--- config.mk ---
export PLATFORM = sky130hd
export DESIGN_NAME = prf_free_list
export DESIGN_NICKNAME = d
export VERILOG_FILES = /design/src/rtl/prf_free_list.sv
export SDC_FILE = /design/constraint.sdc
export NUM_CORES = 1
export LEC_CHECK = 0
export ABC_CLOCK_PERIOD_IN_PS = 10800
export CAP_MARGIN = 25
export CORE_MARGIN = 1
export CORE_UTILIZATION = 30
export CTS_CLUSTER_DIAMETER = 200
export CTS_CLUSTER_SIZE = 25
export DETAILED_ROUTE_END_ITERATION = 10
export PLACE_DENSITY = 0.55
export SLEW_MARGIN = 0
export SYNTH_ARGS = -nofsm -noshare
export SYNTH_HDL_FRONTEND = slang
export SYNTH_SLANG_ARGS = --single-unit
--- constraint.sdc ---
create_clock -name clk -period 10.8 [get_ports clk]
set_input_delay 1.62 -clock clk [delete_from_list [all_inputs] [get_ports clk]]
set_output_delay 1.62 -clock clk [all_outputs]
set_load 0.005 [all_outputs]
--- src/rtl/prf_free_list.sv ---
// Physical-register free list for dual-issue rename.
// Two allocations and two releases per cycle, plus a restore on rollback.
module prf_free_list #(
  parameter int PRF_NUM   = 64,
  parameter int PRF_WIDTH = 6,
  parameter int FL_NUM    = 32,
  parameter int FL_WIDTH  = 5
) (
  input  logic                 clk,
  input  logic                 reset,
  input  logic [1:0]           alloc_req,
  output logic                 alloc_ok,
  output logic [PRF_WIDTH-1:0] alloc_prf_id0,
  output logic [PRF_WIDTH-1:0] alloc_prf_id1,
  input  logic [1:0]           commit_valid,
  input  logic [PRF_WIDTH-1:0] commit_told0,
  input  logic [PRF_WIDTH-1:0] commit_told1,
  input  logic                 recover,
  output logic [FL_WIDTH:0]    free_count,
  output logic                 overflow_err
);

  localparam int PW      = FL_WIDTH + 1;
  localparam int ARF_NUM = PRF_NUM - FL_NUM;

  logic [PRF_WIDTH-1:0] fl [FL_NUM];
  logic [PW-1:0]        head;
  logic [PW-1:0]        cm_head;
  logic [PW-1:0]        tail;

  logic [1:0]           n_req;
  logic [1:0]           n_cm;
  logic [PW-1:0]        n_rel;
  logic [FL_WIDTH-1:0]  hi0;
  logic [FL_WIDTH-1:0]  hi1;
  logic [FL_WIDTH-1:0]  ti0;
  logic [FL_WIDTH-1:0]  ti1;
  logic [PW:0]          cnt_after;
  logic                 ovf;
  logic                 grant;

  assign n_req = {1'b0, alloc_req[0]} + {1'b0, alloc_req[1]};
  assign n_cm  = {1'b0, commit_valid[0]} + {1'b0, commit_valid[1]};

  assign hi0 = head[FL_WIDTH-1:0];
  assign hi1 = hi0 + FL_WIDTH'(1);
  assign ti0 = tail[FL_WIDTH-1:0];
  assign ti1 = ti0 + FL_WIDTH'(1);

  assign free_count = tail - head;
  assign cnt_after  = {1'b0, free_count} + (PW+1)'(n_cm);
  assign ovf        = cnt_after > (PW+1)'(FL_NUM);
  assign n_rel      = ovf ? '0 : PW'(n_cm);

  assign alloc_ok = !recover && (free_count >= PW'(n_req));
  assign grant    = alloc_ok && (n_req != 2'd0);

  // Ids are packed: a lone request on slot 1 still takes the head entry.
  assign alloc_prf_id0 = fl[hi0];
  assign alloc_prf_id1 = (alloc_req == 2'b10) ? fl[hi0] : fl[hi1];

  always_ff @(posedge clk) begin
    if (reset) begin
      for (int i = 0; i < FL_NUM; i++)
        fl[i] <= PRF_WIDTH'(ARF_NUM + i);
      head         <= '0;
      cm_head      <= '0;
      tail         <= PW'(FL_NUM);
      overflow_err <= 1'b0;
    end else begin
      if (ovf) begin
        overflow_err <= 1'b1;
      end else begin
        if (commit_valid[0])
          fl[ti0] <= commit_told0;
        if (commit_valid[1])
          fl[commit_valid[0] ? ti1 : ti0] <= commit_told1;
        tail    <= tail + n_rel;
        cm_head <= cm_head + n_rel;
      end
      // Rollback rewinds to the oldest unretired allocation point.
      if (recover)
        head <= cm_head + n_rel;
      else if (grant)
        head <= head + PW'(n_req);
    end
  end

endmodule
==> metrics.log, run 1 <==
[metrics] buffers from clock root to sink, at most: 3
[metrics] Reg2Reg Capture Point: fl[25][5]$_DFFE_PP_
[metrics] Routed wire per std cell: about 30 um
[metrics] type of element launching the critical path: input port
[metrics] class of the most critical setup path: input port to register
[metrics] reported max-cap violation count: 0
[metrics] Combinational Power Share: 0.482
[metrics] synthesized netlist net count: 1414
[metrics] number of resized instances in the post-cts repair step: 0
[metrics] number of instances in the synthesized netlist: 1366
[metrics] Overflow after GRT: 0
[metrics] TritonCTS clock tree: built
[metrics] row cnt: 82
[metrics] Vias per Instance: 6.26
[metrics] number of design-rule violations left by the first detailed-router iteration: ~1700
[metrics] share of async-settable or async-resettable flops after synthesis: 0
[metrics] post-detail-place hpwl: ~40000 um
[metrics] register bit total from synthesis: around 220
[metrics] Hold Buf Count CTS: 0
[metrics] switching portion of total power: 0.421
[metrics] worst clock skew on the final layout: 22.4 ps
[metrics] fin crit period: 6400 ps
[metrics] clk_lat worst skew: a little over 500 ps
[metrics] largest cells by area after synthesis: sky130_fd_sc_hd__edfxtp_1 38%, sky130_fd_sc_hd__mux4_2 18%, sky130_fd_sc_hd__nor2_1 3.6%, sky130_fd_sc_hd__mux2_2 3.2%, sky130_fd_sc_hd__dfxtp_1 3.2%
[metrics] Final Max Slew Viols: 0
[metrics] Power Internal: 0.00170 W
[metrics] internal reg-to-reg setup slack: between 4000 and 5000 ps
[metrics] height of the die: approximately 230 um
[metrics] remaining antenna violation count after routing: 0
[metrics] Critical Path Stages: 11
[metrics] nature of the critical path endpoint: register
[metrics] critical-path cell list: clkdlybuf4s50_1 > ha_1 > ha_1 > fa_1 > or4_1 > nor3_1 > nor4_2 > buf_4 > nor2_4 > buf_4 > a21o_1
[metrics] RR Startpoint: head[0]$_SDFFE_PP0N_
[metrics] overall via count from detail_route: 12438
[metrics] Tightest Pin Transition: roughly 1100 ps
[metrics] RSZ-0062 raised after global routing: no
[metrics] slowest stage delay, CP: 850 ps
[metrics] highest-delay cell along the critical path: sky130_fd_sc_hd__clkdlybuf4s50_1
[metrics] kind of cell with the highest combined delay on the critical path: buffers and inverters
[metrics] data required time of the critical path: between 10000 and 15000 ps
[metrics] upper clock frequency limit: 156 MHz
[metrics] weighted congestion at the end of routability-driven global placement: 0.943
[metrics] Pwr per Cell Area: ~180 mW/mm2
[metrics] Port Buf Inserts: 38
[metrics] die area: 0.0516 mm2
[metrics] Area growth, synth to finish: 8.67%
[metrics] number of hold violations in the final report: 0
[metrics] initial cell density of the core: 0.304
[metrics] most used flip-flop cell after synthesis: sky130_fd_sc_hd__edfxtp_1
[metrics] Peak supply drop: 0.000225 V
[metrics] share of the clock period used by the worst path: 0.593
[metrics] drt first pass iters: 6
[metrics] Crit Path Max Fanout: 65
[metrics] number of nets in the finished design: about 1400
[metrics] Clock H-tree levels: 1
[metrics] sequential fraction of the synthesis area: 0.411
[metrics] count of warnings emitted by yosys: 0
[metrics] via count of the first global-routing pass: 11919
[metrics] Top-Level Pins: 39
[metrics] number of cell instances on the worst register-to-register path: 12
[metrics] fraction of post-synthesis cell area in the top cell type by area: 0.379
[metrics] Routed WL: 58200 um
[metrics] number of flops mapped to enable cells by yosys: around 190
[metrics] clock transition at the register clock pins on the worst setup and hold paths after CTS: 100 ps
[metrics] width of the die: 227 um
[metrics] number of clock buffers inserted by TritonCTS: 12
[metrics] area leader, netlist: sky130_fd_sc_hd__edfxtp_1
[metrics] Hold/Removal Path Class: register to register
[metrics] switching power: 0.00124 W
[metrics] Clock Tree Root: sky130_fd_sc_hd__clkbuf_16
[metrics] drc violations: 0
[metrics] final std cells w/o fill: 1988
[metrics] launch point of the worst path: commit_valid[0]
[metrics] Static Leak: 5.10 nW
[metrics] proportion of power drawn by the clock network: 0.176
[metrics] capture point of the worst path: fl[25][5]$_DFFE_PP_
[metrics] core area: 0.0501 mm2
[metrics] number of setup violations in the final report: 0
[metrics] share of layout cells above drive strength 1: 0.183
[metrics] mapped cell area: 0.0152 mm2
[metrics] worst path arrival time: 6580 ps
[metrics] initial antenna violation count: 0
[metrics] wire length of the first global-routing pass: 82900 um
[metrics] post-synthesis area per instance: 11.1 um2
[metrics] library cells used by synthesis: 67
[metrics] largest net degree at the start of global routing: 66
[metrics] relative slew slack: 0.286
[metrics] Flop pwr share: 0.342
[metrics] postcts setup bufs: 0
[metrics] Total Routing Usage GR: 0.224
[metrics] outcome: complete, no violations
[metrics] Crit path buffers/inverters: 3
[metrics] sink count of the clock tree: roughly 220
[metrics] final-layout setup total negative slack: 0 ps
[metrics] cell total after placement: ~2000
metal layers:
metal  part of all wire  vias up  track usage
li1                   -     5184            -
met1               0.39     6187        0.293
met2               0.44      871        0.348
met3               0.12      196       0.0582
met4              0.053        0       0.0989
met5                  0        -            0
cell type report:
| type | instances | area, um2 |
|---|---|---|
| fillers | 5078 | 33500 |
| multi-input cells | 990 | 8360 |
| flip-flops and latches | 216 | 6250 |
| well taps | 672 | 841 |
| repair buffers | 66 | 624 |
| clock buffers | 19 | 348 |
| inverters | 23 | 86.3 |
| clock inverters | 1 | 11.3 |
| diodes | 1 | 2.50 |
how the worst min path moves through the flow:
stage                             from                      end  slack [ps]  depth (start not counted)
2_1_floorplan  cm_head[0]$_SDFFE_PP0N_  cm_head[0]$_SDFFE_PP0N_         460                          2
3_3_place_gp   cm_head[0]$_SDFFE_PP0N_  cm_head[0]$_SDFFE_PP0N_         480                          2
6_report       cm_head[0]$_SDFFE_PP0N_  cm_head[0]$_SDFFE_PP0N_         500                          2
3_5_place_dp   cm_head[0]$_SDFFE_PP0N_  cm_head[0]$_SDFFE_PP0N_         480                          2
4_1_cts        cm_head[0]$_SDFFE_PP0N_  cm_head[0]$_SDFFE_PP0N_         500                          2
5_1_grt        cm_head[0]$_SDFFE_PP0N_  cm_head[0]$_SDFFE_PP0N_         530                          2
Yosys cell counts (30+ instances only):
| master | number |
|---|---|
| sky130_fd_sc_hd__mux2i_1 | 45 |
| sky130_fd_sc_hd__nand3_1 | 46 |
| sky130_fd_sc_hd__mux4_2 | 120 |
| sky130_fd_sc_hd__mux2_2 | 43 |
| sky130_fd_sc_hd__clkbuf_1 | 88 |
| sky130_fd_sc_hd__nand4_1 | 40 |
| sky130_fd_sc_hd__a21oi_1 | 38 |
| sky130_fd_sc_hd__o21ai_0 | 68 |
| sky130_fd_sc_hd__edfxtp_1 | 192 |
| sky130_fd_sc_hd__nor3_1 | 30 |
| sky130_fd_sc_hd__a21o_1 | 32 |
| sky130_fd_sc_hd__nand2_1 | 112 |
| sky130_fd_sc_hd__nor2_1 | 146 |
power by group through the flow:
stage / Clock (W) / Sequential [W] / Combinational (W)
6_report: 0.000517 / 0.00100 / 0.00142
2_1_floorplan: 0 / 0.000992 / 0.000940
4_1_cts: 0.000520 / 0.00100 / 0.00138
3_3_place_gp: 0 / 0.00102 / 0.00136
5_1_grt: 0.000545 / 0.00101 / 0.00149
3_5_place_dp: 0 / 0.00102 / 0.00137
flip-flops by register name, summed over array words and instances, names as in the netlist, named ones only:
name / cells
fl: 192
head: 6
tail: 6
overflow_err: 1
cm_head: 6
worst reg2reg max path, stage by stage, from the launching register on:
cell	delay (ps)
sky130_fd_sc_hd__dfxtp_2	330
sky130_fd_sc_hd__buf_4	670
sky130_fd_sc_hd__ha_1	310
sky130_fd_sc_hd__inv_1	60
sky130_fd_sc_hd__fa_1	620
sky130_fd_sc_hd__fa_1	480
sky130_fd_sc_hd__or4_1	540
sky130_fd_sc_hd__nor3_1	270
sky130_fd_sc_hd__nor4_2	80
sky130_fd_sc_hd__buf_4	330
sky130_fd_sc_hd__nor2_4	850
sky130_fd_sc_hd__buf_4	580
sky130_fd_sc_hd__a21o_1	380
per-stage QoR:
stage / cell area, um2 / setup slack (ps) / utilization / hold slack [ps] / total power (W)
global route: 16500 / 4200 / 0.330 / 527 / 0.00304
global placement: 16100 / 4060 / 0.321 / 479 / 0.00239
detailed placement: 16100 / 4000 / 0.322 / 482 / 0.00239
finish: 16500 / 4400 / 0.330 / 495 / 0.00294
floorplan: 15200 / 5360 / - / 458 / 0.00193
CTS: 16500 / 4390 / 0.329 / 497 / 0.00290
cells by family (layout without fill, tap and decap cells):
group,count (synthesis),in the layout,share of synthesized area
AOI/OAI and AO/OA,239,239,0.103
muxes,219,219,0.249
other,0,1,0
adders and majority gates,29,29,0.0263
and+or+nand+nor,487,487,0.157
buffers and inverters,160,109,0.0438
xor gates and xnor gates,16,16,0.00971
DFF,216,216,0.411
cells in the final DEF (no fill, tap or decap), types with 4 or more instances in the layout:
cell type and n:
sky130_fd_sc_hd__edfxtp_1 192, sky130_fd_sc_hd__nor2_1 144, sky130_fd_sc_hd__mux4_2 120, sky130_fd_sc_hd__nand2_1 112, sky130_fd_sc_hd__o21ai_0 68, sky130_fd_sc_hd__nand3_1 46, sky130_fd_sc_hd__mux2i_1 45, sky130_fd_sc_hd__mux2_2 43
sky130_fd_sc_hd__nand4_1 40, sky130_fd_sc_hd__a21oi_1 38, sky130_fd_sc_hd__clkdlybuf4s50_1 36, sky130_fd_sc_hd__a21o_1 32, sky130_fd_sc_hd__nor3_1 30, sky130_fd_sc_hd__buf_4 25, sky130_fd_sc_hd__o22ai_1 23, sky130_fd_sc_hd__ha_1 23
sky130_fd_sc_hd__dfxtp_1 21, sky130_fd_sc_hd__nor4_1 20, sky130_fd_sc_hd__inv_1 19, sky130_fd_sc_hd__and3_1 18, sky130_fd_sc_hd__or4_1 14, sky130_fd_sc_hd__nand2b_1 13, sky130_fd_sc_hd__clkbuf_16 13, sky130_fd_sc_hd__a31oi_1 12
sky130_fd_sc_hd__nor2b_1 11, sky130_fd_sc_hd__xnor2_1 10, sky130_fd_sc_hd__and2_1 9, sky130_fd_sc_hd__o22a_1 9, sky130_fd_sc_hd__a2bb2oi_1 8, sky130_fd_sc_hd__mux2_4 8, sky130_fd_sc_hd__a2111oi_0 6, sky130_fd_sc_hd__clkbuf_1 6
sky130_fd_sc_hd__and4_1 5, sky130_fd_sc_hd__a22o_1 5, sky130_fd_sc_hd__a211o_1 5, sky130_fd_sc_hd__fa_1 5, sky130_fd_sc_hd__a22oi_1 4, sky130_fd_sc_hd__or3_1 4
Note: power is estimated with default switching activity, not from simulation.
==> run 2, diff against run 1 <==
--- a/config.mk
+++ b/config.mk
@@ -5,7 +5,7 @@
 export SDC_FILE = /design/constraint.sdc
 export NUM_CORES = 1
 export LEC_CHECK = 0
-export ABC_CLOCK_PERIOD_IN_PS = 10800
+export ABC_CLOCK_PERIOD_IN_PS = 6300
 export CAP_MARGIN = 25
 export CORE_MARGIN = 1
 export CORE_UTILIZATION = 30
==> constraint.sdc (replaced) <==
create_clock -name clk -period 6.3 [get_ports clk]
set_input_delay 0.945 -clock clk [delete_from_list [all_inputs] [get_ports clk]]
set_output_delay 0.945 -clock clk [all_outputs]
set_load 0.005 [all_outputs]
==> metrics.log, run 2 (same netlist as run 1, synthesis figures left out) <==
[metrics] type of element launching the critical path: register
[metrics] number of setup violations in the final report: 0
[metrics] remaining antenna violation count after routing: 0
[metrics] Clock H-tree levels: 1
[metrics] Final Max Slew Viols: 0
[metrics] postcts setup bufs: 0
[metrics] upper clock frequency limit: 202 MHz
[metrics] final-layout setup total negative slack: 0 ps
[metrics] drc violations: 0
[metrics] core occupancy in the finished layout: 0.331
[metrics] Peak supply drop: between 0.0003 and 0.0004 V
[metrics] post-detail-place hpwl: 40500 um
[metrics] initial antenna violation count: 5
[metrics] Total Routing Usage GR: 0.224
[metrics] fin crit period: between 4000 and 5000 ps
[metrics] Tightest Pin Transition: ~1100 ps
[metrics] most frequent cells in the layout: 192 x sky130_fd_sc_hd__edfxtp_1, 144 x sky130_fd_sc_hd__nor2_1, 120 x sky130_fd_sc_hd__mux4_2, 112 x sky130_fd_sc_hd__nand2_1, 68 x sky130_fd_sc_hd__o21ai_0
[metrics] buffers from clock root to sink, at most: 3
[metrics] core area: 0.0501 mm2
[metrics] Static Leak: 5.13 nW
[metrics] drt first pass iters: 6
[metrics] Hold/Removal Path Class: register to register
[metrics] Routed WL: 58200 um
[metrics] Crit Path Max Fanout: 12
[metrics] initial cell density of the core: 0.304
[metrics] number of hold violations in the final report: 0
[metrics] worst clock skew on the final layout: about 52 ps
[metrics] width of the die: 227 um
[metrics] Routed wire per std cell: slightly below 30 um
[metrics] via count of the first global-routing pass: 11527
[metrics] relative slew slack: 0.233
[metrics] Hold Buf Count CTS: 0
[metrics] row cnt: between 80 and 90
[metrics] worst path arrival time: 4000 ps
[metrics] RSZ-0062 raised after global routing: no
[metrics] Top-Level Pins: 39
[metrics] data required time of the critical path: ~5400 ps
[metrics] critical-path cell list: inv_1 > ha_1 > inv_1 > fa_1 > ha_1 > a211o_1 > nor3_1 > and2_1 > nor2_1 > clkdlybuf4s50_1
[metrics] slowest stage delay, CP: approximately 600 ps
[metrics] TritonCTS clock tree: built
[metrics] number of flip-flops under the largest register name: between 150 and 200
[metrics] wire length of the first global-routing pass: 83200 um
[metrics] die area: between 0.05 and 0.06 mm2
[metrics] commonest non-fill, non-tap cell in the layout: sky130_fd_sc_hd__edfxtp_1
[metrics] largest net degree at the start of global routing: 60
[metrics] Pwr per Cell Area: 309 mW/mm2
[metrics] Port Buf Inserts: 38
[metrics] number of nets in the finished design: 1364
[metrics] Overflow after GRT: 0
[metrics] overall via count from detail_route: 12430
[metrics] sink count of the clock tree: 216
[metrics] number of design-rule violations left by the first detailed-router iteration: 1993
[metrics] highest-delay cell along the critical path: sky130_fd_sc_hd__dfxtp_1
[metrics] Area growth, synth to finish: 8.91%
[metrics] worst-case setup margin in the final layout: 1350 ps
[metrics] register with the highest flop count: fl
[metrics] share of layout cells above drive strength 1: 0.187
[metrics] Clock Tree Root: sky130_fd_sc_hd__clkbuf_16
[metrics] nature of the critical path endpoint: primary output
[metrics] outcome: complete, no violations
[metrics] clk_lat worst skew: between 500 and 600 ps
[metrics] reported max-cap violation count: 0
[metrics] share of the clock period used by the worst path: 0.786
[metrics] class of the most critical setup path: register to primary output
[metrics] Post-Place Setup Slack: between 1000 and 1500 ps
[metrics] height of the die: 227 um
[metrics] clock transition at the register clock pins on the worst setup and hold paths after CTS: 110 ps
[metrics] Vias per Instance: 6.23
[metrics] number of resized instances in the post-cts repair step: 0
[metrics] number of clock buffers inserted by TritonCTS: 12
[metrics] weighted congestion at the end of routability-driven global placement: about 0.94
run 2: worst max-delay path, delay by kind of cell, from the launching register on:
family	cells	cell delay (ps)
adder cells (fa/ha/maj)	3	1080
AND/OR/NAND/NOR	3	790
buffers and inverters	3	790
flip-flops	1	600
AO/OA/AOI/OAI	1	260
run 2: worst paths after layout:
kind | from | endpoint | slack (ps) | depth (start not counted)
setup / recovery | tail[0]$_SDFFE_PP0N_ | alloc_ok | 1350 | 10
hold / removal | cm_head[0]$_SDFFE_PP0N_ | cm_head[0]$_SDFFE_PP0N_ | 500 | 2
setup reg to reg | tail[0]$_SDFFE_PP0N_ | cm_head[5]$_SDFFE_PP0N_ | 1400 | 19
hold reg to reg | cm_head[0]$_SDFFE_PP0N_ | cm_head[0]$_SDFFE_PP0N_ | 500 | 2
run 2: cell type report:
cell class / count / area, um2
diodes: 2 / 5.00
clock inverters: 1 / 11.3
flip-flops and latches: 216 / 6250
repair buffers: 73 / 662
well taps: 672 / 841
fillers: 5074 / 33500
clock buffers: 17 / 340
multi-input cells: 990 / 8360
inverters: 23 / 86.3
run 2: stage by stage:
| step | area (um2) | hold slack [ps] | instances | total power, W |
|---|---|---|---|---|
| after floorplan | 15200 | 458 | 1366 | 0.00331 |
| after global placement | 16200 | 474 | 1972 | 0.00417 |
| after detailed placement | 16200 | 476 | 1973 | 0.00419 |
| after CTS | 16500 | 493 | 1991 | 0.00507 |
| after global routing | 16600 | 504 | 1992 | 0.00527 |
| final | 16600 | 497 | 1994 | 0.00511 |
run 2: routing by layer:
metal  track usage  up-vias  wire [um]
met5             0        -         13
met4        0.0736        2       2090
met3        0.0587      139       7710
met2         0.339      896      25600
met1         0.311     6182      22800
li1              -     5211          -
run 2: power by group:
group          leakage [nW]  internal (W)  switching, W
clock                 0.171      0.000387      0.000510
sequential             1.79       0.00164      0.000177
combinational          3.17      0.000930       0.00147
total                  5.13       0.00295       0.00216
==> run 3, diff against run 2 <==
--- a/config.mk
+++ b/config.mk
@@ -5,7 +5,7 @@
 export SDC_FILE = /design/constraint.sdc
 export NUM_CORES = 1
 export LEC_CHECK = 0
-export ABC_CLOCK_PERIOD_IN_PS = 6300
+export ABC_CLOCK_PERIOD_IN_PS = 4700
 export CAP_MARGIN = 25
 export CORE_MARGIN = 1
 export CORE_UTILIZATION = 30
==> constraint.sdc (replaced) <==
create_clock -name clk -period 4.7 [get_ports clk]
set_input_delay 0.705 -clock clk [delete_from_list [all_inputs] [get_ports clk]]
set_output_delay 0.705 -clock clk [all_outputs]
set_load 0.005 [all_outputs]
==> metrics.log, run 3 (same netlist as run 1, synthesis figures left out) <==
[metrics] outcome: complete, no violations
[metrics] upper clock frequency limit: 225 MHz
[metrics] width of the die: 227 um
[metrics] initial antenna violation count: 3
[metrics] Vias per Instance: 6.18
[metrics] wire length of the first global-routing pass: 84700 um
[metrics] Reg2Reg Capture Point: tail[4]$_SDFFE_PP0N_
[metrics] critical hold path startpoint: cm_head[0]$_SDFFE_PP0N_
[metrics] critical-path cell list: buf_4 > ha_4 > buf_4 > mux4_2 > mux4_2 > mux2i_1 > o21ai_0 > clkdlybuf4s50_1
[metrics] Clock Tree Root: sky130_fd_sc_hd__clkbuf_16
[metrics] number of resized instances in the post-cts repair step: 0
[metrics] number of setup violations in the final report: 0
[metrics] kind of cell with the highest combined delay on the critical path: multiplexers
[metrics] slowest stage delay, CP: 550 ps
[metrics] Clock H-tree levels: 1
[metrics] TritonCTS clock tree: built
[metrics] Static Leak: 5.33 nW
[metrics] internal reg-to-reg setup slack: 270 ps
[metrics] reported max-cap violation count: 0
[metrics] commonest non-fill, non-tap cell in the layout: sky130_fd_sc_hd__edfxtp_1
[metrics] Routed wire per std cell: 29.0 um
[metrics] Total Routing Usage GR: 0.229
[metrics] drc violations: 0
[metrics] share of the clock period used by the worst path: 0.948
[metrics] number of nets in the finished design: about 1400
[metrics] number of flip-flops under the largest register name: 192
[metrics] Tightest Pin Transition: 1200 ps
[metrics] Hold/Removal Path Class: register to register
[metrics] Worst Hold Endpoint: cm_head[0]$_SDFFE_PP0N_
[metrics] nature of the critical path endpoint: primary output
[metrics] post-detail-place hpwl: 42200 um
[metrics] highest-delay cell along the critical path: sky130_fd_sc_hd__mux4_2
[metrics] Overflow after GRT: 0
[metrics] postcts setup bufs: 0
[metrics] worst path arrival time: 3750 ps
[metrics] type of element launching the critical path: register
[metrics] Routed WL: ~60000 um
[metrics] number of hold violations in the final report: 0
[metrics] relative slew slack: 0.200
[metrics] data required time of the critical path: 3990 ps
[metrics] drt first pass iters: 5
[metrics] largest net degree at the start of global routing: between 50 and 60
[metrics] core area: approximately 0.050 mm2
[metrics] Pwr per Cell Area: slightly above 400 mW/mm2
[metrics] worst-case setup margin in the final layout: 246 ps
[metrics] Post-Place Setup Slack: -87.0 ps
[metrics] class of the most critical setup path: register to primary output
[metrics] Area growth, synth to finish: 11.0%
[metrics] overall via count from detail_route: 12560
[metrics] height of the die: 227 um
[metrics] Peak supply drop: around 0.00032 V
[metrics] initial cell density of the core: 0.304
[metrics] Port Buf Inserts: 38
[metrics] met2 track demand over resource: 0.344
[metrics] Layout fillers: 5090
[metrics] clk_lat worst skew: roughly 500 ps
[metrics] Final Max Slew Viols: 0
[metrics] share of layout cells above drive strength 1: 0.210
[metrics] number of stages on the worst hold path: 2
[metrics] Top-Level Pins: 39
[metrics] weighted congestion at the end of routability-driven global placement: roughly 0.96
[metrics] number of design-rule violations left by the first detailed-router iteration: 2156
[metrics] met1 track demand over resource: 0.316
[metrics] worst clock skew on the final layout: 17.7 ps
[metrics] via count of the first global-routing pass: 11709
[metrics] register with the highest flop count: fl
[metrics] clock transition at the register clock pins on the worst setup and hold paths after CTS: 100 ps
[metrics] RR Startpoint: tail[0]$_SDFFE_PP0N_
[metrics] most frequent cells in the layout: 192 x sky130_fd_sc_hd__edfxtp_1, 144 x sky130_fd_sc_hd__nor2_1, 120 x sky130_fd_sc_hd__mux4_2, 112 x sky130_fd_sc_hd__nand2_1, 70 x sky130_fd_sc_hd__buf_4
[metrics] die area: 0.0516 mm2
[metrics] Hold Buf Count CTS: 0
[metrics] Crit Path Max Fanout: 12
[metrics] busiest layer in global routing: met2
[metrics] RSZ-0062 raised after global routing: no
[metrics] final hold slack: a little under 500 ps
[metrics] sink count of the clock tree: 216
[metrics] remaining antenna violation count after routing: 0
[metrics] number of cell instances on the worst register-to-register path: 14
[metrics] Crit path buffers/inverters: 3
[metrics] number of clock buffers inserted by TritonCTS: 12
[metrics] cell total after placement: 2014
[metrics] final std cells w/o fill: between 2000 and 2500
[metrics] buffers from clock root to sink, at most: 3
[metrics] GR Util met3: 0.0595
[metrics] row cnt: 82
[metrics] fin crit period: approximately 4500 ps
==> run 3: worst max-delay path by stage <==
stage                         startpoint              endpoint  slack [ps]  cells past startpoint
global placement         commit_valid[0]  tail[4]$_SDFFE_PP0N_          20                     13
CTS                 head[1]$_SDFFE_PP0N_      alloc_prf_id1[4]         210                      8
detailed placement       commit_valid[0]  tail[4]$_SDFFE_PP0N_         -90                     13
global route        tail[0]$_SDFFE_PP0N_  tail[4]$_SDFFE_PP0N_          20                     14
floorplan           tail[0]$_SDFFE_PP0N_  tail[4]$_SDFFE_PP0N_          10                     18
finish              head[1]$_SDFFE_PP0N_      alloc_prf_id1[4]         250                      8
==> run 3: power breakdown <==
group | internal (W) | total [W] | leakage (nW) | switching [W]
Combinational | 0.00138 | 0.00353 | 3.38 | 0.00214
Clock | 0.000512 | 0.00116 | 0.168 | 0.000651
Sequential | 0.00219 | 0.00229 | 1.79 | 0.0000953
==> run 3: worst reg2reg max path, delay by kind of cell, from the launching register on <==
kind                     cells  cell delay [ps]
adder cells (fa/ha/maj)      5             1880
AND/OR/NAND/NOR              5             1460
multiplexers                 1              370
flip-flops                   1              320
buffers and inverters        3              300
==> run 3: routing by layer <==
| layer | part of all wire | routed length [um] |
|---|---|---|
| met1 | 0.40 | 23400 |
| met3 | 0.13 | 7450 |
| met5 | 0.00037 | 22 |
| met4 | 0.042 | 2490 |
| met2 | 0.43 | 25700 |
==> run 3: final cells by class <==
class                      count  area [um2]  area share
inverter                      23        86.3     0.00512
timing repair buffer         113         996      0.0590
antenna                        1        2.50    0.000148
clock inverter                 1        8.76    0.000519
multi-input combinational    990        8350       0.495
clock buffer                  16         337      0.0199
tap                          672         841      0.0498
sequential                   216        6250       0.371
==> run 3: through the flow <==
stage / total power (W) / instance area (um2) / util / TNS (ps)
after floorplan: 0.00444 / 15200 / - / 0
after global placement: 0.00578 / 16500 / 0.330 / 0
after detailed placement: 0.00581 / 16500 / 0.330 / -185
after CTS: 0.00695 / 16900 / 0.337 / 0
after global routing: 0.00725 / 16900 / 0.337 / 0
final: 0.00698 / 16900 / 0.337 / 0
